--- src/rtl/cpu_mem_pkg.sv ---
// Shared cpu/RAM definitions: arbiter FSM encodings, port indices and default widths.
package cpu_mem_pkg;

    localparam int RAM_WIDTH_DEF = 9;
    localparam int RAM_ADDR_DEF  = 11;

    localparam int PORT_CPU = 0;
    localparam int PORT_EXT = 1;

    typedef enum logic [1:0] {
        IDLE    = 2'd0,
        ACCESS  = 2'd1,
        RD_WAIT = 2'd2,
        RD_CAP  = 2'd3
    } arb_state_t;

    function automatic logic [1:0] port_onehot(input logic sel);
        return sel ? 2'b10 : 2'b01;
    endfunction

endpackage

--- src/rtl/ram_port_arbiter_rr_pick2.sv ---
// Combinational 2-way picker: round-robin by default, cpu-first when
// RAM_ARB_FIXED_PRIO_EN is defined.
module rr_pick2 (
    input  logic [1:0] i_req,
    input  logic       i_last,
    output logic       o_sel,
    output logic       o_valid
);

    assign o_valid = |i_req;

`ifdef RAM_ARB_FIXED_PRIO_EN
    logic unused_last;
    assign unused_last = i_last;
    // cpu wins every contention; ext may starve
    assign o_sel = ~i_req[0];
`else
    // on a tie hand the grant to the port that did not win last time
    assign o_sel = (i_req == 2'b11) ? ~i_last : i_req[1];
`endif

endmodule

--- src/rtl/ram_port_arbiter.sv ---
// Two-port arbiter in front of the single-port data RAM (port 0 cpu, port 1 ext).
// Round-robin on contention; RAM_ARB_FIXED_PRIO_EN selects fixed cpu priority.
//
// Handshake: a requester raises i_req[p] with i_we/i_addr/i_wdata stable and holds them
// until it sees o_gnt[p]; the fields are consumed in the grant cycle, and a request
// still held afterwards counts as a new one. Reads answer with o_rvalid[p] two cycles
// after the grant, o_rdata valid only alongside it.
module ram_port_arbiter
    import cpu_mem_pkg::*;
#(
    parameter int g_RAM_WIDTH = RAM_WIDTH_DEF,
    parameter int g_RAM_ADDR  = RAM_ADDR_DEF
) (
    input  logic                   i_clk,
    input  logic                   i_rst,
    input  logic [1:0]             i_req,
    input  logic [1:0]             i_we,
    input  logic [g_RAM_ADDR-1:0]  i_addr0,
    input  logic [g_RAM_ADDR-1:0]  i_addr1,
    input  logic [g_RAM_WIDTH-1:0] i_wdata0,
    input  logic [g_RAM_WIDTH-1:0] i_wdata1,
    output logic [1:0]             o_gnt,
    output logic [1:0]             o_rvalid,
    output logic [g_RAM_WIDTH-1:0] o_rdata,
    output logic                   o_busy,
    output logic                   o_ram_en,
    output logic                   o_ram_we,
    output logic [g_RAM_ADDR-1:0]  o_ram_addr,
    output logic [g_RAM_WIDTH-1:0] o_ram_data,
    input  logic [g_RAM_WIDTH-1:0] i_ram_data,
    output logic [1:0]             o_dbg_state
);

    arb_state_t state, state_nxt;
    logic       r_sel, r_we, r_last;
    logic       pick_sel, pick_valid;

    logic                   req_we;
    logic [g_RAM_ADDR-1:0]  req_addr;
    logic [g_RAM_WIDTH-1:0] req_wdata;

    logic [1:0]             gnt_nxt, rvalid_nxt;
    logic                   ram_en_nxt, ram_we_nxt, busy_nxt;
    logic [g_RAM_ADDR-1:0]  ram_addr_nxt;
    logic [g_RAM_WIDTH-1:0] ram_data_nxt;

    rr_pick2 u_pick (
        .i_req   (i_req),
        .i_last  (r_last),
        .o_sel   (pick_sel),
        .o_valid (pick_valid)
    );

    assign req_we    = i_we[pick_sel];
    assign req_addr  = pick_sel ? i_addr1  : i_addr0;
    assign req_wdata = pick_sel ? i_wdata1 : i_wdata0;

    assign o_dbg_state = state;

    // The RAM address/data output registers double as the request latch.
    always_ff @(posedge i_clk or posedge i_rst) begin
        if (i_rst) begin
            state      <= IDLE;
            r_sel      <= 1'b0;
            r_we       <= 1'b0;
            r_last     <= 1'b1;
            o_gnt      <= '0;
            o_rvalid   <= '0;
            o_rdata    <= '0;
            o_busy     <= 1'b0;
            o_ram_en   <= 1'b0;
            o_ram_we   <= 1'b0;
            o_ram_addr <= '0;
            o_ram_data <= '0;
        end else begin
            state      <= state_nxt;
            o_gnt      <= gnt_nxt;
            o_rvalid   <= rvalid_nxt;
            o_busy     <= busy_nxt;
            o_ram_en   <= ram_en_nxt;
            o_ram_we   <= ram_we_nxt;
            o_ram_addr <= ram_addr_nxt;
            o_ram_data <= ram_data_nxt;
            if (state == IDLE && pick_valid) begin
                r_sel  <= pick_sel;
                r_we   <= req_we;
                r_last <= pick_sel;
            end
            if (state == RD_WAIT) begin
                o_rdata <= i_ram_data;
            end
        end
    end

    always_comb begin
        state_nxt = state;
        case (state)
            IDLE:    if (pick_valid) state_nxt = ACCESS;
            ACCESS:  state_nxt = r_we ? IDLE : RD_WAIT;
            RD_WAIT: state_nxt = RD_CAP;
            RD_CAP:  state_nxt = IDLE;
            default: state_nxt = IDLE;
        endcase
    end

    // Values the output registers take at the coming edge.
    always_comb begin
        gnt_nxt      = '0;
        rvalid_nxt   = '0;
        ram_en_nxt   = 1'b0;
        ram_we_nxt   = 1'b0;
        ram_addr_nxt = '0;
        ram_data_nxt = '0;
        busy_nxt     = (state_nxt != IDLE);
        case (state)
            IDLE: begin
                if (pick_valid) begin
                    gnt_nxt      = port_onehot(pick_sel);
                    ram_en_nxt   = 1'b1;
                    ram_we_nxt   = req_we;
                    ram_addr_nxt = req_addr;
                    ram_data_nxt = req_wdata;
                end
            end
            RD_WAIT: rvalid_nxt = port_onehot(r_sel);
            default: ;
        endcase
    end

endmodule

--- config.mk ---
export PLATFORM = sky130hd
export DESIGN_NAME = ram_port_arbiter
export DESIGN_NICKNAME = d
export VERILOG_FILES = /design/src/rtl/cpu_mem_pkg.sv /design/src/rtl/ram_port_arbiter_rr_pick2.sv /design/src/rtl/ram_port_arbiter.sv
export SDC_FILE = /design/constraint.sdc
export NUM_CORES = 1
export LEC_CHECK = 0
export ABC_AREA = 0
export BUFFER_PORTS_ARGS = -buffer_cell sky130_fd_sc_hd__buf_2
export CAP_MARGIN = 20
export CORE_MARGIN = 10
export CORE_UTILIZATION = 43
export DETAILED_ROUTE_END_ITERATION = 16
export PLACE_DENSITY = 0.79
export SETUP_SLACK_MARGIN = 0.1
export SLEW_MARGIN = 5
export SYNTH_ARGS = -nofsm -noshare
export SYNTH_HDL_FRONTEND = slang
export SYNTH_SLANG_ARGS = --single-unit
export TNS_END_PERCENT = 1
--- constraint.sdc ---
create_clock -name i_clk -period 1.4 [get_ports i_clk]
set_input_delay 0.21 -clock i_clk [delete_from_list [all_inputs] [get_ports i_clk]]
set_output_delay 0.21 -clock i_clk [all_outputs]
set_load 0.01 [all_outputs]
Word level (Yosys, flattened, before mapping)
Cells that the tools add are included.
{ "totals": {"register_bits": 41, "out_inout_bits": 38, "wordCells": 43} }
{ "classes": {"order_cmp": 1, "n_eq_ne": 4, "muxes": 21, "n_bitwise": 1, "reduce_logical": 4} }
{ "op_table": {"columns": ["operator", "n"], "rows": [
  ["11-bit two-way mux", 3],
  ["9-bit two-way mux", 3],
  ["2-bit two-way mux", 7],
  ["2-bit one-hot mux with 4 select lines", 1],
  ["1-bit two-way mux", 7],
  ["2-bit equality test (second input constant)", 3],
  ["2-bit by 1-bit equality test with 1-bit output (second input constant)", 1],
  ["2-bit logical NOT", 1],
  ["1-bit by 2-bit less-than comparator with 1-bit output (second input constant)", 1],
  ["2-bit nonzero test", 1],
  ["2-bit OR reduction", 1],
  ["1-bit logical AND", 1],
  ["1-bit inverter", 1]
]} }

Depth between registers and ports, before layout
{ "depth": {"word_depth": 6, "depth_mapped": 4} }

Modules after synthesis
Synthesis repeated with hierarchy kept, for this count alone.
{ "hier_totals": {"cells_unflattened": 120, "hier_area_um2": 1604.0} }
{ "by_module_without_submodules": {"columns": ["module", "n_inst", "cells_each", "area_each_um2"], "rows": [
  ["ram_port_arbiter", 1, 118, 1590.3],
  ["rr_pick2", 1, 2, 13.8]
]} }

Worst setup path before layout
OpenSTA, ideal clock, no wires.
{ "synth_path": {"path_type": "register -> register", "from": "register r_last", "to": "register r_we", "setup_ns": 0.134, "arrival_time_ns": 0.965, "path_slack_ns": 0.301, "stages_incl_launch_ff": 4, "path_buffers": 0, "period_less_slack_ns": 1.099, "cell_sequence": "dfstp_2 a21bo_4 mux2i_1 mux2i_1"} }
{ "synth_via": {"elab_chain_cells": 4} }
{ "synth_rtl": {"columns": ["item", "line", "rtl"], "rows": [
  ["start: declaration", "ram_port_arbiter.sv:35", "logic r_sel, r_we, r_last;"],
  ["start signal: assignment", "ram_port_arbiter.sv:87", "r_last <= pick_sel;"],
  ["1-bit inverter", "ram_port_arbiter_rr_pick2.sv:19", "assign o_sel = (i_req == 2'b11) ? ~i_last : i_req[1];"],
  ["1-bit two-way mux", "ram_port_arbiter_rr_pick2.sv:19", null],
  ["1-bit two-way mux (not written as such) (2 in series)", "ram_port_arbiter.sv:54", "assign req_we = i_we[pick_sel];"],
  ["end signal: assignment", "ram_port_arbiter.sv:86", "r_we <= req_we;"],
  ["end: declaration", "ram_port_arbiter.sv:35", null]
]} }
Every way passes these cells. The select of a mux whose other input is x is not followed.
A chain may end at the register's enable or synchronous reset.

Worst setup path after layout
Same ends and word-level chain as after synthesis.

==> summary.txt <==
Place
  • IO buf count: 92
  • Post-place setup slack: -0.0801 ns
  • GP Congestion: 0.763
  • Post-DP HPWL: 3400 microns
  • Placed insts: 296

Final layout
  • Fill cells: 301
  • Final nets: 317
  • Share of layout cells above drive strength 1: 44.5%
  • Ant diodes: 0
  • Post-Layout Cell Count: 309
  • Area grow syn2layout: 43.7%
  • Register area: 1030 sq um
  • Area of the multi-input gates: 527 sq um

Die
  • Rows: 21
  • Starting density of the core: 46.1%
  • Die extent in y: 80.7 microns
  • Num ports: 93
  • Core area: 3440 sq um
  • Die Wd: 80.7 microns
  • Die footprint: 6510 sq um

Routing
  • WL/cell: 14.0 microns
  • DRC viols: 0
  • Post-Route WL: 4330 microns
  • Initial DRC count: 32
  • Routed Antenna Nets: 0
  • Via density: 4.52
  • Routed via count: 1397
  • Initial DRT Pass Iterations: 4

Setup path
  • Cell Chain, Critical Path: a21bo_4, mux2i_2, mux2i_1
  • Crit path launch: r_last
  • Critical path class: flip-flop to flip-flop
  • Worst path bufs/invs: 0
  • Critical Path RT: 1.55 ns
  • Flop-to-flop setup slack: 0.13 ns
  • Arrival time at the worst endpoint: 1.42 ns
  • CP max FO: 6
  • Worst setup endpoint: r_we
  • CP Capture Type: flip-flop
  • Worst path max stage delay: 0.61 ns
  • FF-to-FF End: r_we
  • Worst path depth: 3
  • Top Family by Delay on Critical Path: flip-flops
  • Startpoint types: flip-flop
  • R2R cell count: 3
  • Critical path's slowest cell: dfstp_2
  • RR Startpoint: r_last

Power and ir drop
  • Cell Pwr Density: 1820 nW/um^2
  • Register share of total power: 43.8%
  • Psw: 1.47 mW
  • Switching Fraction: 35.4%
  • VDD IR max: 0.925 mV
  • Total chip power: 4.16 mW
  • Leakage power: 1.31 nW
  • Part of the power in the clock network: 18.3%
  • Power Internal: 2.68 mW
  • Logic pwr share: 37.9%

Run
  • Total of max-cap violations: 0

GRT
  • Overflow after GRT: 0
  • Met1 usage: 13.8%
  • Vias in the first global route: 1436
  • GR peak layer: met2
  • Initial antenna violation count: 0
  • Grt met3 use: 5.79%
  • GR Layer Usage met2: 22.5%
  • GRT Total Usage: 13.0%
  • Global-route wire length before repair: 6710 microns
  • Pin count of the biggest net entering global routing: 26

STA
  • Crit path time final: 1.27 ns
  • Slew @ Worst Pin: 0.508 ns
  • Tcrit/Tclk final: 91.0%
  • Worst Skew: 0.00948 ns
  • Final hold violations: 0
  • Final setup violation count: 0
  • Final worst-path setup slack: 0.126 ns
  • Final hold slack: 0.113 ns
  • Slew margin rel.: 65.9%
  • Fmax achieved: 0.785 GHz
  • Max-slew violation count: 0
  • RSZ-0062 raised after global routing: yes

Clocking
  • CTS Buf Count: 5
  • Max H-tree Level: 2
  • Worst-Skew Late Latency: 0.28 ns
  • Bufs on Longest Clock Path: 2
  • Sink Count: 41
  • CTS Root Cell: clkbuf_8
  • CTS clk-pin slew, worst paths: 0.08 ns
  • TritonCTS clock tree: yes

Logic synthesis
  • Yosys warns: 0
  • Seq/Total Area, Yosys: 64.8%
  • Mapped Avg Cell Area: 9.97 sq um
  • Cells after synthesis: 159
  • #FFs+latches synth: 41
  • Synth top area cells: dfrtp_1 (63%), nand2_1 (16%), a21oi_1 (6.6%), buf_4 (2.4%), dfstp_2 (1.7%)
  • Synth unique cells: 20
  • Top-area cell type share of the netlist area: 63.1%
  • Syn nets: 214
  • Biggest area consumer among synthesized cells: dfrtp_1
  • Mapped cell area: 1590 sq um

Status
  • Status: finished, final reports clean

Min path
  • HP Class: primary input to flip-flop
cell usage in the layout, fill, tap and decap left out, types with 2 or more instances in the layout:
master and instances:
a21oi_1 21, dfrtp_1 40, buf_2 92, nor2_1 3, inv_1 2, nand2_1 68
buf_6 2, clkbuf_1 2, clkbuf_8 6, buf_4 7, nand2b_1 3
worst min-delay path by stage:
stage                        startpoint       endpoint  slack, ns  depth (start not counted)
after floorplan                i_req[0]         r_last       0.28                          1
after global placement            i_rst  o_ram_data[5]       0.12                          2
after detailed placement          i_rst  o_ram_data[5]       0.12                          2
after CTS                 i_ram_data[0]     o_rdata[0]       0.11                          3
after global routing      i_ram_data[7]     o_rdata[7]       0.12                          3
final                     i_ram_data[0]     o_rdata[0]       0.11                          3
Yosys cell counts:
| library cell | instances |
|---|---|
| nand2_1 | 68 |
| dfrtp_1 | 40 |
| a21oi_1 | 21 |
| buf_4 | 5 |
| buf_2 | 3 |
| inv_1 | 3 |
| nand2b_1 | 3 |
| nor2_1 | 3 |
| mux2i_1 | 2 |
| a21bo_4 | 1 |
| a21boi_2 | 1 |
| a21o_1 | 1 |
| a31oi_1 | 1 |
| and2_1 | 1 |
| dfstp_2 | 1 |
| nor2_2 | 1 |
| nor2b_1 | 1 |
| nor3_2 | 1 |
| o21ai_1 | 1 |
| o21ai_2 | 1 |
per-layer routing:
metal | wire [microns] | vias to the layer above
met5 | 0 | -
met4 | 32 | 0
met3 | 459 | 2
met2 | 2220 | 51
met1 | 1620 | 639
li1 | - | 705
layout make-up:
| type | count | share of cell area, % |
|---|---|---|
| clock buffers | 8 | 3.95 |
| multi-input cells | 108 | 23.1 |
| well taps | 46 | 2.53 |
| repair buffers | 103 | 24.8 |
| inverters | 3 | 0.494 |
| flip-flops and latches | 41 | 45.1 |
stage by stage:
stage | area, sq um | util [%] | setup TNS [ns]
6_report | 2280 | 66.2 | 0
5_1_grt | 2280 | 66.2 | 0
4_1_cts | 2230 | 64.7 | 0
3_5_place_dp | 2120 | 61.5 | -0.780
3_3_place_gp | 2120 | 61.5 | -0.329
2_1_floorplan | 1590 | - | 0
power by group through the flow:
stage	clock [mW]	sequential [mW]	combinational, mW
2_1_floorplan	0	2.02	0.674
3_3_place_gp	0	1.80	1.52
3_5_place_dp	0	1.83	1.55
4_1_cts	0.784	1.81	1.57
5_1_grt	0.843	1.87	1.77
6_report	0.759	1.82	1.58
registers in the layout, summed over array words and instances, names as in the netlist:
signal / flops
o_ram_addr: 11
o_ram_data: 9
o_rdata: 9
o_dbg_state: 2
o_gnt: 2
o_rvalid: 2
o_busy: 1
o_ram_en: 1
o_ram_we: 1
r_last: 1
r_sel: 1
r_we: 1
worst min-delay path: stages:
cell	delay, ns
buf_2	0.07
nand2_1	0.04
nand2_1	0.04
timing repair:
action / 4_1_cts / 5_1_grt
cloned: 0 / 1
setup endpoints to repair: 22 / 21
hold buffers: 1 / 0
buffers inserted: 0 / 3
resized for setup: 2 / 4
hold endpoints to repair: 5 / 0
pin swaps: 0 / 2
cell families (layout without fill, tap and decap cells):
group / after synthesis / count (layout) / synth area share [%]
compound gates: 27 / 28 / 10.1
buf+inv: 11 / 114 / 4.03
flops: 41 / 41 / 64.8
mux: 2 / 2 / 1.26
simple gates: 78 / 78 / 19.8
Power figures use the tool's default switching activity.
